**config.mk**
```make
export PLATFORM = sky130hd
export DESIGN_NAME = sumador_serie_ctrl
export DESIGN_NICKNAME = d
export VERILOG_FILES = /design/src/rtl/sumador_pkg.sv /design/src/rtl/sumador_1_bit.sv /design/src/rtl/sumador_serie_ctrl.sv
export SDC_FILE = /design/constraint.sdc
export NUM_CORES = 1
export LEC_CHECK = 0
export ABC_AREA = 1
export BUFFER_PORTS_ARGS = -buffer_cell sky130_fd_sc_hd__buf_2
export CAP_MARGIN = 20
export CORE_ASPECT_RATIO = 0.7
export CORE_MARGIN = 1
export CORE_UTILIZATION = 49
export CTS_CLUSTER_DIAMETER = 100
export DETAILED_ROUTE_END_ITERATION = 7
export PLACE_DENSITY_LB_ADDON = 0.05
export SLEW_MARGIN = 20
export SYNTH_ARGS = -nofsm -noshare
export SYNTH_HDL_FRONTEND = slang
export SYNTH_SLANG_ARGS = --single-unit
```
**constraint.sdc**
```tcl
create_clock -name clk -period 2.76 [get_ports clk]
set_input_delay 0.414 -clock clk [delete_from_list [all_inputs] [get_ports clk]]
set_output_delay 0.414 -clock clk [all_outputs]
set_load 0.02 [all_outputs]
```
**src/rtl/sumador_pkg.sv**
```systemverilog
// rtl/sumador_pkg.sv - shared types and defaults for the bit-serial adder
package sumador_pkg;

    typedef enum logic [1:0] {IDLE, SUMA, HECHO} estado_t;

    localparam int ANCHO_DEF = 64;

endpackage

```
**src/rtl/sumador_1_bit.sv**
```systemverilog
// rtl/sumador_1_bit.sv - single full-adder cell
module sumador_1_bit (
    input  logic a_i,
    input  logic b_i,
    input  logic c_i,
    output logic s_o,
    output logic c_o
);

    assign s_o = a_i ^ b_i ^ c_i;
    assign c_o = (a_i & b_i) | (c_i & (a_i ^ b_i));

endmodule

```
**src/rtl/sumador_serie_ctrl.sv**
```systemverilog
// rtl/sumador_serie_ctrl.sv - bit-serial adder, one full-adder cell sequenced LSB first
module sumador_serie_ctrl
    import sumador_pkg::*;
#(
    parameter int WIDTH = ANCHO_DEF
) (
    input  logic             clk,
    input  logic             rst,
    input  logic             in_valid,
    output logic             in_ready,
    input  logic [WIDTH-1:0] a,
    input  logic [WIDTH-1:0] b,
    input  logic             cin,
    output logic             out_valid,
    input  logic             out_ready,
    output logic [WIDTH-1:0] sum,
    output logic             cout,
    output logic             overflow
);

    localparam int CW = (WIDTH > 1) ? $clog2(WIDTH) : 1;
    localparam logic [CW-1:0] IDX_ULT = CW'(WIDTH - 1);
    localparam logic [CW-1:0] IDX_PEN = CW'(WIDTH - 2);

    estado_t          estado_q;
    logic [WIDTH-1:0] a_q, b_q, sum_q;
    logic [CW-1:0]    idx_q;
    logic             carry_q, carry_msb_q;
    logic             in_ready_q, out_valid_q, cout_q, overflow_q;
    logic             bit_s, bit_c;

    sumador_1_bit u_celda (
        .a_i (a_q[idx_q]),
        .b_i (b_q[idx_q]),
        .c_i (carry_q),
        .s_o (bit_s),
        .c_o (bit_c)
    );

    always_ff @(posedge clk) begin
        if (rst) begin
            estado_q    <= IDLE;
            in_ready_q  <= 1'b1;
            out_valid_q <= 1'b0;
            a_q         <= '0;
            b_q         <= '0;
            sum_q       <= '0;
            idx_q       <= '0;
            carry_q     <= 1'b0;
            carry_msb_q <= 1'b0;
            cout_q      <= 1'b0;
            overflow_q  <= 1'b0;
        end else begin
            case (estado_q)
                IDLE: begin
                    if (in_valid && in_ready_q) begin
                        a_q        <= a;
                        b_q        <= b;
                        carry_q    <= cin;
                        sum_q      <= '0;
                        idx_q      <= '0;
                        in_ready_q <= 1'b0;
                        estado_q   <= SUMA;
                    end
                end
                SUMA: begin
                    sum_q[idx_q] <= bit_s;
                    carry_q      <= bit_c;
                    // Carry into the MSB is kept for the signed overflow test.
                    if (idx_q == IDX_PEN) begin
                        carry_msb_q <= bit_c;
                    end
                    if (idx_q == IDX_ULT) begin
                        cout_q      <= bit_c;
                        overflow_q  <= carry_msb_q ^ bit_c;
                        out_valid_q <= 1'b1;
                        estado_q    <= HECHO;
                    end else begin
                        idx_q <= idx_q + 1'b1;
                    end
                end
                HECHO: begin
                    if (out_ready) begin
                        out_valid_q <= 1'b0;
                        in_ready_q  <= 1'b1;
                        estado_q    <= IDLE;
                    end
                end
                default: begin
                    estado_q    <= IDLE;
                    in_ready_q  <= 1'b1;
                    out_valid_q <= 1'b0;
                end
            endcase
        end
    end

    assign in_ready  = in_ready_q;
    assign out_valid = out_valid_q;
    assign sum       = sum_q;
    assign cout      = cout_q;
    assign overflow  = overflow_q;

endmodule

```
# Word-level counts from Yosys, hierarchy flattened
# Cells that the tools add are included.
classes:
  div_mod_pow: 0
  n_reduce_logical: 12
  n_mux: 24
  bitwise: 8
  add_sub_neg: 1
  n_lt_le_gt_ge: 2
  mul: 0
  eq_ne: 8
  shift: 0
ops:
  columns: ["op", "n"]
  rows:
  - ["$pmux 64 s2", 1]
  - ["$bwmux 64", 1]
  - ["$mux 64", 1]
  - ["$bmux 1 s6", 2]
  - ["$eq 6x6->1 const B", 2]
  - ["$mux 6", 2]
  - ["$pmux 6 s2", 1]
  - ["$reduce_and 3->1", 4]
  - ["$mux 1", 8]
  - ["$ne 2x2->1 const B", 4]
  - ["$reduce_and 2->1", 4]
  - ["$lt 6x7->1 const B", 1]
  - ["$add 6x1->6 const B", 1]
  - ["$demux 1 s6", 1]
  - ["$ge 6x1->1 const B", 1]
  - ["$mux 2", 3]
  - ["$pmux 1 s3", 2]
  - ["$pmux 2 s3", 1]
  - ["$xor 1x1->1", 3]
  - ["$and 1x1->1", 2]
  - ["$eq 2x1->1 const B", 1]
  - ["$eq 2x2->1 const B", 1]
  - ["$logic_and 1x1->1", 2]
  - ["$logic_not 2->1", 1]
  - ["other kinds (4)", 5]
word_totals:
  mem_bits_rw: 0
  word_cells: 66
  latchBits: 0
  rom_bits: 0
  mem_count: 0
  ff_bits: 206
  inputBits: 133
  output_inout_bits: 68

# Depth between registers and ports, before layout
# Gate-level depths: netlist of the first run.
logic_depth:
  ltp_word: 6
  mapped_depth: 20
  depth_no_buf: 16

# Modules after synthesis
# Synthesis of the first run repeated with hierarchy kept, for this count alone.
hier_totals:
  cells_unflattened: 1353
  hier_area_um2: 9240.1
modules_own_cells:
  columns: ["mod", "instances", "cells_each", "area_each_um2", "seq_area_each_um2"]
  rows:
  - ["sumador_serie_ctrl", 1, 1352, 9220.1, 4124.0]
  - ["sumador_1_bit", 1, 1, 20.0, 0.0]

# Least setup slack after synthesis of the first run
# OpenSTA, ideal clock, no wires.
synth_timing:
  kind: "reg-to-reg"
  startpoint: "reg idx_q[1]"
  endpoint: "reg sum_q[62], in the netlist sum[62]"
  n_path_buf: 4
  required_ns: 2.638
  setup_time_ns: 0.122
  arrival_ns: 2.606
  path_slack_ns: 0.032
  path_stages_with_launch: 17
  period_less_slack_ns: 2.728
  cell_sequence: "dfxtp_1 -> buf_6 -> buf_2 -> nand2_1 -> nand2_1 -> nand2_1 -> nand2_1 -> nand2_1 -> nand2_1 -> clkinv_1 -> nand2_1 -> nor2_1 -> fa_1 -> buf_2 -> clkinv_1 -> clkbuf_1 -> o311a_1"
synth_via:
  elab_chain_cells: 6
  word_cells_on_any_way: 13
  cone_classes: "order compare: 2; mux: 8; bitwise: 2; reduce/logical: 1"
synth_lines:
  columns: ["item", "line_no", "text"]
  rows:
  - ["from (decl)", "sumador_serie_ctrl.sv:27", "logic [CW-1:0] idx_q;"]
  - ["from (signal assigned)", "sumador_serie_ctrl.sv:79", "idx_q <= idx_q + 1'b1;"]
  - ["$lt 6x7->1 (implied by the code) (tied with other cells)", "sumador_serie_ctrl.sv:67", "sum_q[idx_q] <= bit_s;"]
  - ["$logic_and 1x1->1 (implied by the code) (tied with other cells)", "sumador_serie_ctrl.sv:67", null]
  - ["$mux 1 (implied by the code) or $xor 1x1->1 (tied branches)", "sumador_serie_ctrl.sv:67, sumador_1_bit.sv:10", null]
  - ["$demux 1 s6 or $xor 1x1->1 (tied branches)", "sumador_serie_ctrl.sv:67, sumador_1_bit.sv:10", null]
  - ["$bwmux 64 *", "sumador_serie_ctrl.sv:67", null]
  - ["$pmux 64 s2 *", "sumador_serie_ctrl.sv:54", "case (estado_q)"]
  - ["to (signal, indexed assignment)", "sumador_serie_ctrl.sv:67", null]
  - ["to (decl)", "sumador_serie_ctrl.sv:26", "logic [WIDTH-1:0] a_q, b_q, sum_q;"]
# Every way passes the cells marked *; elsewhere a longest branch is shown, timed or not. The select of a mux whose other input is x is not followed.
# A chain may end at the register's enable or synchronous reset.

# Worst setup path in the final report of the first run
layout_timing:
  startpoint: "reg idx_q[0]"
  endpoint: "reg sum_q[21], in the netlist sum[21]"
# The elaborated chain is that of the path after synthesis.

==> summary.txt, run 1 <==
Power
  – Overall power: between 7 and 8 mW
  – P per Cell Area: approximately 640 nW/um2
  – Maximum VDD drop: around 0.00033 V
  – Lkg Pwr: between 5 and 6 nW

Placed design
  – Post-DP HPWL: roughly 18000 um
  – Placed inst area: 10600 um2
  – Port Buffers: 200
  – Placed cell count: between 1500 and 2000
  – GP Congestion: between 0.8 and 0.9

Synthesis
  – Most frequent cell after synthesis: nand2_1
  – Netlist Area Pre-Place: ~9400 um2
  – Number of synthesized register bits: about 210
  – EDFF count, synth: 0
  – Seq/Total Area, Yosys: 0.439
  – Largest area contributor in the netlist: dfxtp_1
  – Synth unique cells: 39
  – Synthesized area per cell: between 6 and 7 um2
  – Main synth FF type: dfxtp_1
  – Ys async rst share: 0
  – Synth Warn #: 0
  – Syn Inst Count: roughly 1400
  – Synth area leaders: dfxtp_1 44%, nand2_1 15%, nor2_1 11%
  – Post-synth top area share: 0.439
  – Synthesized Nets: between 1000 and 1500
  – Top cells by count, synth: 370 x nand2_1, 274 x nor2_1, 206 x dfxtp_1, 167 x o21ai_0, 68 x a21oi_1

Timing
  – RSZ-0062 raised after global routing: yes
  – Crit path time final: around 2.7 ns
  – Fin Hold WS: roughly 0.16 ns
  – Final Cycle Share: 0.977
  – Max Fclk: approximately 370 MHz
  – Final Max Slew Viols: 0
  – Clk_skew: about 0.016 ns
  – Worst slew margin: 0.659
  – Final hold violation count: 0
  – Worst slew pin tran: a little over 0.5 ns
  – Setup-failing EPs final: 0

Clocking
  – Clk Latency, worst-skew pair: about 0.5 ns
  – H-tree Lvls: 1
  – CTS tree: yes
  – Clock Path Buffers: 3
  – Cts bufs inserted: 21
  – CTS Root Cell: clkbuf_16
  – Clk sinks: between 200 and 250
  – Worst-path clk slew: ~0.070 ns

Detailed routing
  – Routed Antenna Nets: 0
  – Vias: 9187
  – Final wirelength: about 26000 um
  – Pre-antenna DRT Iters: 5
  – Vias per inst: 5.16
  – Avg WL per Cell: 14.8 um
  – # DRC: 0
  – 1st-iter DRT viols: ~840

Final layout
  – Area Overhead vs Synth: 23.8%
  – Post-route insts no fill: 1782
  – Fill cell count: 1769
  – # nets final: about 1700
  – Final standard cell area without fillers: around 12000 um2
  – Share of cells above drive strength 1: 0.215

Outcome
  – Status: complete, no violations

Critical path
  – Worst EP required: roughly 3.1 ns
  – Arrival time of the worst setup path: 3.07 ns
  – Critical Path End: sum[21]$_SDFFE_PP0P_
  – CP startpoint kind: flip-flop
  – Crit Reg-Reg Startpoint: idx_q[0]$_SDFFE_PP0P_
  – R2R Setup Slk: between 0.06 and 0.07 ns
  – Critical Path Start: idx_q[0]$_SDFFE_PP0P_
  – CP max-delay cell: fa_2
  – Crit-path max cell delay: just over 0.6 ns
  – FF-to-FF End: sum[21]$_SDFFE_PP0P_
  – WP depth: 17
  – Worst reg2reg path depth: 17
  – Buf+Inv Stages, Crit Path: 5
  – Critical path class: reg2reg
  – Crit Path Max Fanout: 11
  – Cell repeated most along the worst path: nand2_1
  – Kind of cell adding the most delay to the critical path: adder cells
  – Critical-path cell list: buf_6, clkbuf_16, nand2_1, nand2_1, nand2_1, nand2_1, nand2_1, nand2_1, nand2_1, nand2_1, inv_1, nand2_1, nor2_2, fa_2, inv_4, clkbuf_16, o311a_1
  – Worst setup EP type: flip-flop

Floorplan
  – IO Count: approximately 200
  – Std cell rows: 41
  – Die Y: roughly 120 um
  – CORE AREA: around 18000 um2
  – Initial core utilization: 0.511
  – Die area: between 15000 and 20000 um2
  – Chip Width: around 170 um

Global route
  – Initial antenna violation count: 2
  – Pin count of the biggest net entering global routing: between 100 and 150
  – Gr ovfl total: 0
  – Total GRT Usage: 0.256
  – Vias in the first global route: around 8000
  – First-pass GRT wire length: 41700 um

Hold path
  – Min-Delay Path Class: in2reg
  – Hold wc startpoint: a[39]

Flow run
  – Max-Cap Viols: 0
report_power, final:
part	switching (mW)	internal [mW]
Clock	1.17	1.64
Combinational	0.801	0.502
Sequential	0.108	3.18
state kept, by name (all words and copies together), names as in the netlist, 2 cells and up:
signal / cells
estado_q: 2
sum: 64
idx_q: 6
b_q: 64
a_q: 64
layout by cell type (no fill, tap or decap), drive strengths merged:
master / netlist / layout
a211oi: 27 / 27
a21oi: 68 / 68
a22oi: 3 / 3
a31oi: 7 / 7
buf: 53 / 234
bufinv: 0 / 2
clkbuf: 37 / 35
clkinv: 3 / 9
clkinvlp: 0 / 2
dfxtp: 206 / 206
diode: 0 / 2
fa: 1 / 1
ha: 2 / 2
inv: 49 / 50
nand2: 377 / 377
nand3: 28 / 28
nand4: 1 / 1
nor2: 290 / 290
nor3: 8 / 8
nor3b: 1 / 1
o211a: 1 / 1
o211ai: 5 / 5
o21ai: 173 / 173
o311a: 9 / 9
or2: 3 / 3
xnor2: 1 / 1
xor2: 1 / 1
metal layers:
layer | up-vias | global-route usage | wire length (um)
li1 | 4743 | - | -
met1 | 4109 | 0.394 | 13400
met2 | 308 | 0.373 | 10800
met3 | 27 | 0.0434 | 1910
met4 | 0 | 0.0464 | 323
met5 | - | 0 | 0
worst register-to-register path, cell delays in order, from the launching register on:
cell,delay (ns)
dfxtp_4,0.45
buf_6,0.14
clkbuf_16,0.16
nand2_1,0.06
nand2_1,0.06
nand2_1,0.04
nand2_1,0.08
nand2_1,0.07
nand2_1,0.07
nand2_1,0.04
nand2_1,0.06
inv_1,0.04
nand2_1,0.07
nor2_2,0.05
fa_2,0.62
inv_4,0.07
clkbuf_16,0.16
o311a_1,0.33
cell type report:
class / instances / area, um2 / area share
Sequential cell: 206 / 4130 / 0.356
Tap cell: 236 / 295 / 0.0254
Clock inverter: 11 / 110 / 0.00948
Inverter: 52 / 213 / 0.0183
Multi-Input combinational cell: 1006 / 4630 / 0.399
Antenna cell: 2 / 5.00 / 0.000431
Clock buffer: 26 / 564 / 0.0486
Timing Repair Buffer: 243 / 1670 / 0.143
kinds of logic after synthesis:
logic type	share of synthesized area
flip-flops	0.439
adder cells (fa/ha/maj)	0.00480
AO/OA/AOI/OAI	0.173
AND/OR/NAND/NOR	0.311
XOR/XNOR	0.00187
buffers and inverters	0.0697
how the worst min path moves through the flow:
stage | to | slack, ns | cells after the start
after floorplan | a_q[25]$_SDFFE_PP0P_ | 0.43 | 2
after global placement | a_q[21]$_SDFFE_PP0P_ | 0.45 | 2
after detailed placement | sum[18]$_SDFFE_PP0P_ | 0.45 | 2
after CTS | a_q[39]$_SDFFE_PP0P_ | 0.16 | 3
after global routing | a_q[39]$_SDFFE_PP0P_ | 0.16 | 3
final | a_q[39]$_SDFFE_PP0P_ | 0.16 | 3
stage by stage:
step,setup slack [ns],util,setup TNS (ns)
after global placement,0.0108,0.577,0
final,0.0648,0.632,0
after floorplan,0.0321,-,0
after CTS,0.00401,0.614,0
after global routing,-0.0635,0.632,-0.589
after detailed placement,-0.0305,0.577,-0.0417
repair_timing:
item | 4_1_cts | 5_1_grt
endpoints found under the hold margin | 0 | 0
gates cloned | 0 | 10
buffers inserted | 0 | 3
pin swaps | 0 | 5
setup endpoints to repair | 3 | 42
hold buffers | 0 | 0
gates resized for setup | 1 | 18
No activity file was read; power rests on OpenSTA's default activity.
==> run 2: changes to the inputs <==
--- a/config.mk
+++ b/config.mk
@@ -10,7 +10,7 @@
 export CAP_MARGIN = 20
 export CORE_ASPECT_RATIO = 0.7
 export CORE_MARGIN = 1
-export CORE_UTILIZATION = 49
+export CORE_UTILIZATION = 55
 export CTS_CLUSTER_DIAMETER = 100
 export DETAILED_ROUTE_END_ITERATION = 7
 export PLACE_DENSITY_LB_ADDON = 0.05
==> constraint.sdc (replaced) <==
create_clock -name clk -period 2.6 [get_ports clk]
set_input_delay 0.39 -clock clk [delete_from_list [all_inputs] [get_ports clk]]
set_output_delay 0.39 -clock clk [all_outputs]
set_load 0.02 [all_outputs]
==> summary.txt, run 2 (synthesis gave the netlist of run 1 again) <==
Timing
  – RSZ-0062 raised after global routing: yes
  – Fin Hold WS: 0.138 ns
  – Crit path time final: approximately 2.7 ns
  – Worst slew pin tran: around 0.6 ns
  – Worst slew margin: 0.601
  – Final Cycle Share: 1.03
  – Total negative slack: -0.766 ns
  – Final hold violation count: 0
  – Clk_skew: 0.0158 ns
  – Crit path setup slack, layout: -0.0822 ns
  – Max Fclk: roughly 370 MHz
  – Setup-failing EPs final: 19
  – Final Max Slew Viols: 0

Final layout
  – Number of diodes: 0
  – Area Overhead vs Synth: 29.9%
  – Final standard cell area without fillers: approximately 12000 um2
  – Share of cells above drive strength 1: 0.272
  – Most common cell after layout, fill and taps aside: nand2_1
  – # nets final: between 1500 and 2000
  – Most frequent cells in the layout: 342 x nand2_1, 271 x nor2_1, 203 x dfxtp_1

Critical path
  – Critical Path End: sum[50]$_SDFFE_PP0P_
  – Worst reg2reg path depth: 20
  – Crit Path Max Fanout: 6
  – Critical Path Start: idx_q[0]$_SDFFE_PP0P_
  – FF-to-FF End: sum[50]$_SDFFE_PP0P_
  – Critical-path cell list: inv_8, buf_6, clkbuf_16, nand2_2, nand2_1, nand2_1, nand2_1, nand2_1, nand2_1, nand2_1, nand2_1, inv_1, nand2_1, nor2_2, fa_2, buf_12, clkinv_8, clkbuf_16, o21ai_2, a21oi_1
  – Crit-path max cell delay: 0.59 ns
  – Critical path class: reg2reg
  – Crit Reg-Reg Startpoint: idx_q[0]$_SDFFE_PP0P_
  – Buf+Inv Stages, Crit Path: 7
  – Worst setup EP type: flip-flop
  – WP depth: 20
  – Kind of cell adding the most delay to the critical path: buffers and inverters
  – CP max-delay cell: fa_2
  – CP startpoint kind: flip-flop
  – Arrival time of the worst setup path: just over 3 ns
  – Cell repeated most along the worst path: nand2_1
  – Worst EP required: 2.97 ns
  – R2R Setup Slk: -0.08 ns

Clocking
  – CTS tree: yes
  – H-tree Lvls: 1
  – Clock Path Buffers: 3
  – Clk sinks: just over 200
  – Worst-path clk slew: about 0.070 ns
  – Hold buffers post-CTS: 0
  – CTS Root Cell: clkbuf_16
  – Cts bufs inserted: 20
  – Clk Latency, worst-skew pair: around 0.50 ns

Placed design
  – Port Buffers: 200
  – GP Congestion: 0.871
  – Post-DP HPWL: 17900 um
  – Placed inst area: ~11000 um2

Floorplan
  – Die area: 17600 um2
  – Die Y: roughly 110 um
  – Chip Width: ~160 um
  – Initial core utilization: 0.569
  – Std cell rows: 39
  – IO Count: between 200 and 250
  – CORE AREA: 16500 um2

Global route
  – Gr ovfl total: 0
  – Total GRT Usage: 0.300
  – First-pass GRT wire length: 42300 um
  – Initial antenna violation count: 0
  – Vias in the first global route: a little over 8000
  – Pin count of the biggest net entering global routing: 167

Detailed routing
  – Avg WL per Cell: between 15 and 20 um
  – Vias: between 9000 and 10000
  – Vias per inst: ~5.4
  – 1st-iter DRT viols: approximately 900
  – Final wirelength: around 28000 um
  – Routed Antenna Nets: 0
  – # DRC: 0
  – Pre-antenna DRT Iters: 5

Outcome
  – Failing checks: setup timing
  – Status: finished, violations left

Hold path
  – Min-Delay Path Class: in2reg
  – Hold wc startpoint: b[35]

Power
  – Lkg Pwr: 5.56 nW
  – Maximum VDD drop: around 0.00036 V
  – P per Cell Area: between 600 and 700 nW/um2

Flow run
  – Max-Cap Viols: 0
==> run 2: changes by cell type in the layout (fill, tap and decap cells not counted), moves of 4 or more <==
cell	previous run	this run
a211oi_1	23	1
buf_4	16	31
a21oi_1	68	63
o21ai_0	166	155
buf_16	0	4
a21oi_2	0	5
nand2_1	370	342
o21ai_2	2	10
nand2_2	3	29
a211oi_2	4	26
==> run 2: worst min-delay path by stage <==
stage / slack [ns] / endpoint / depth (start not counted)
final: 0.14 / b_q[35]$_SDFFE_PP0P_ / 3
after global routing: 0.15 / b_q[39]$_SDFFE_PP0P_ / 3
after CTS: 0.14 / b_q[35]$_SDFFE_PP0P_ / 3
after detailed placement: 0.45 / a_q[33]$_SDFFE_PP0P_ / 2
after global placement: 0.44 / a_q[33]$_SDFFE_PP0P_ / 2
after floorplan: 0.43 / a_q[25]$_SDFFE_PP0P_ / 2
==> run 2: stage by stage <==
step / setup WS (ns) / util / total power, mW / std cells
2_1_floorplan: 0.00619 / - / 4.37 / 1354
3_3_place_gp: -0.145 / 0.651 / 4.79 / 1737
3_5_place_dp: -0.164 / 0.651 / 4.80 / 1737
4_1_cts: -0.0183 / 0.705 / 7.81 / 1781
5_1_grt: -0.250 / 0.739 / 8.43 / 1792
6_report: -0.0822 / 0.739 / 8.10 / 1792
==> run 2: final cells by class <==
cell class	instances	area [um2]
repair buffers	267	1960
inverters	52	221
multi-input cells	1006	4920
well taps	225	282
flip-flops and latches	206	4130
fillers	1382	4300
repair inverters	2	20.0
clock buffers	27	589
clock inverters	7	70.1
==> run 2: timing repair <==
item                                    in CTS  in global routing
hold endpoints to repair                     0                  0
cloned                                       4                 10
buffers inserted                             6                  1
endpoints found under the setup margin      55                 57
gates resized for setup                     32                 93
pin swaps                                    3                 41
==> run 2: worst register-to-register path: cells and delay by family (launching register included) <==
family,cells,cell delay (ns)
AND/OR/NAND/NOR,10,0.62
flip-flops,1,0.39
AO/OA/AOI/OAI,2,0.19
adder cells (fa/ha/maj),1,0.59
buffers and inverters,7,0.78
==> run 2: routing by layer <==
metal / routed length (um) / share of wire / track usage / up-vias
met2: 11400 / 0.41 / 0.415 / 417
li1: - / - / - / 4786
met3: 2320 / 0.084 / 0.0391 / 37
met5: 0 / 0 / 0 / -
met1: 13600 / 0.49 / 0.486 / 4466
met4: 393 / 0.014 / 0.0596 / 0
==> run 2: power breakdown <==
group | leakage [nW] | internal (mW) | total, mW | switching, mW
combinational | 3.54 | 0.690 | 1.67 | 0.978
clock | 0.323 | 1.70 | 2.93 | 1.23
sequential | 1.69 | 3.37 | 3.50 | 0.131
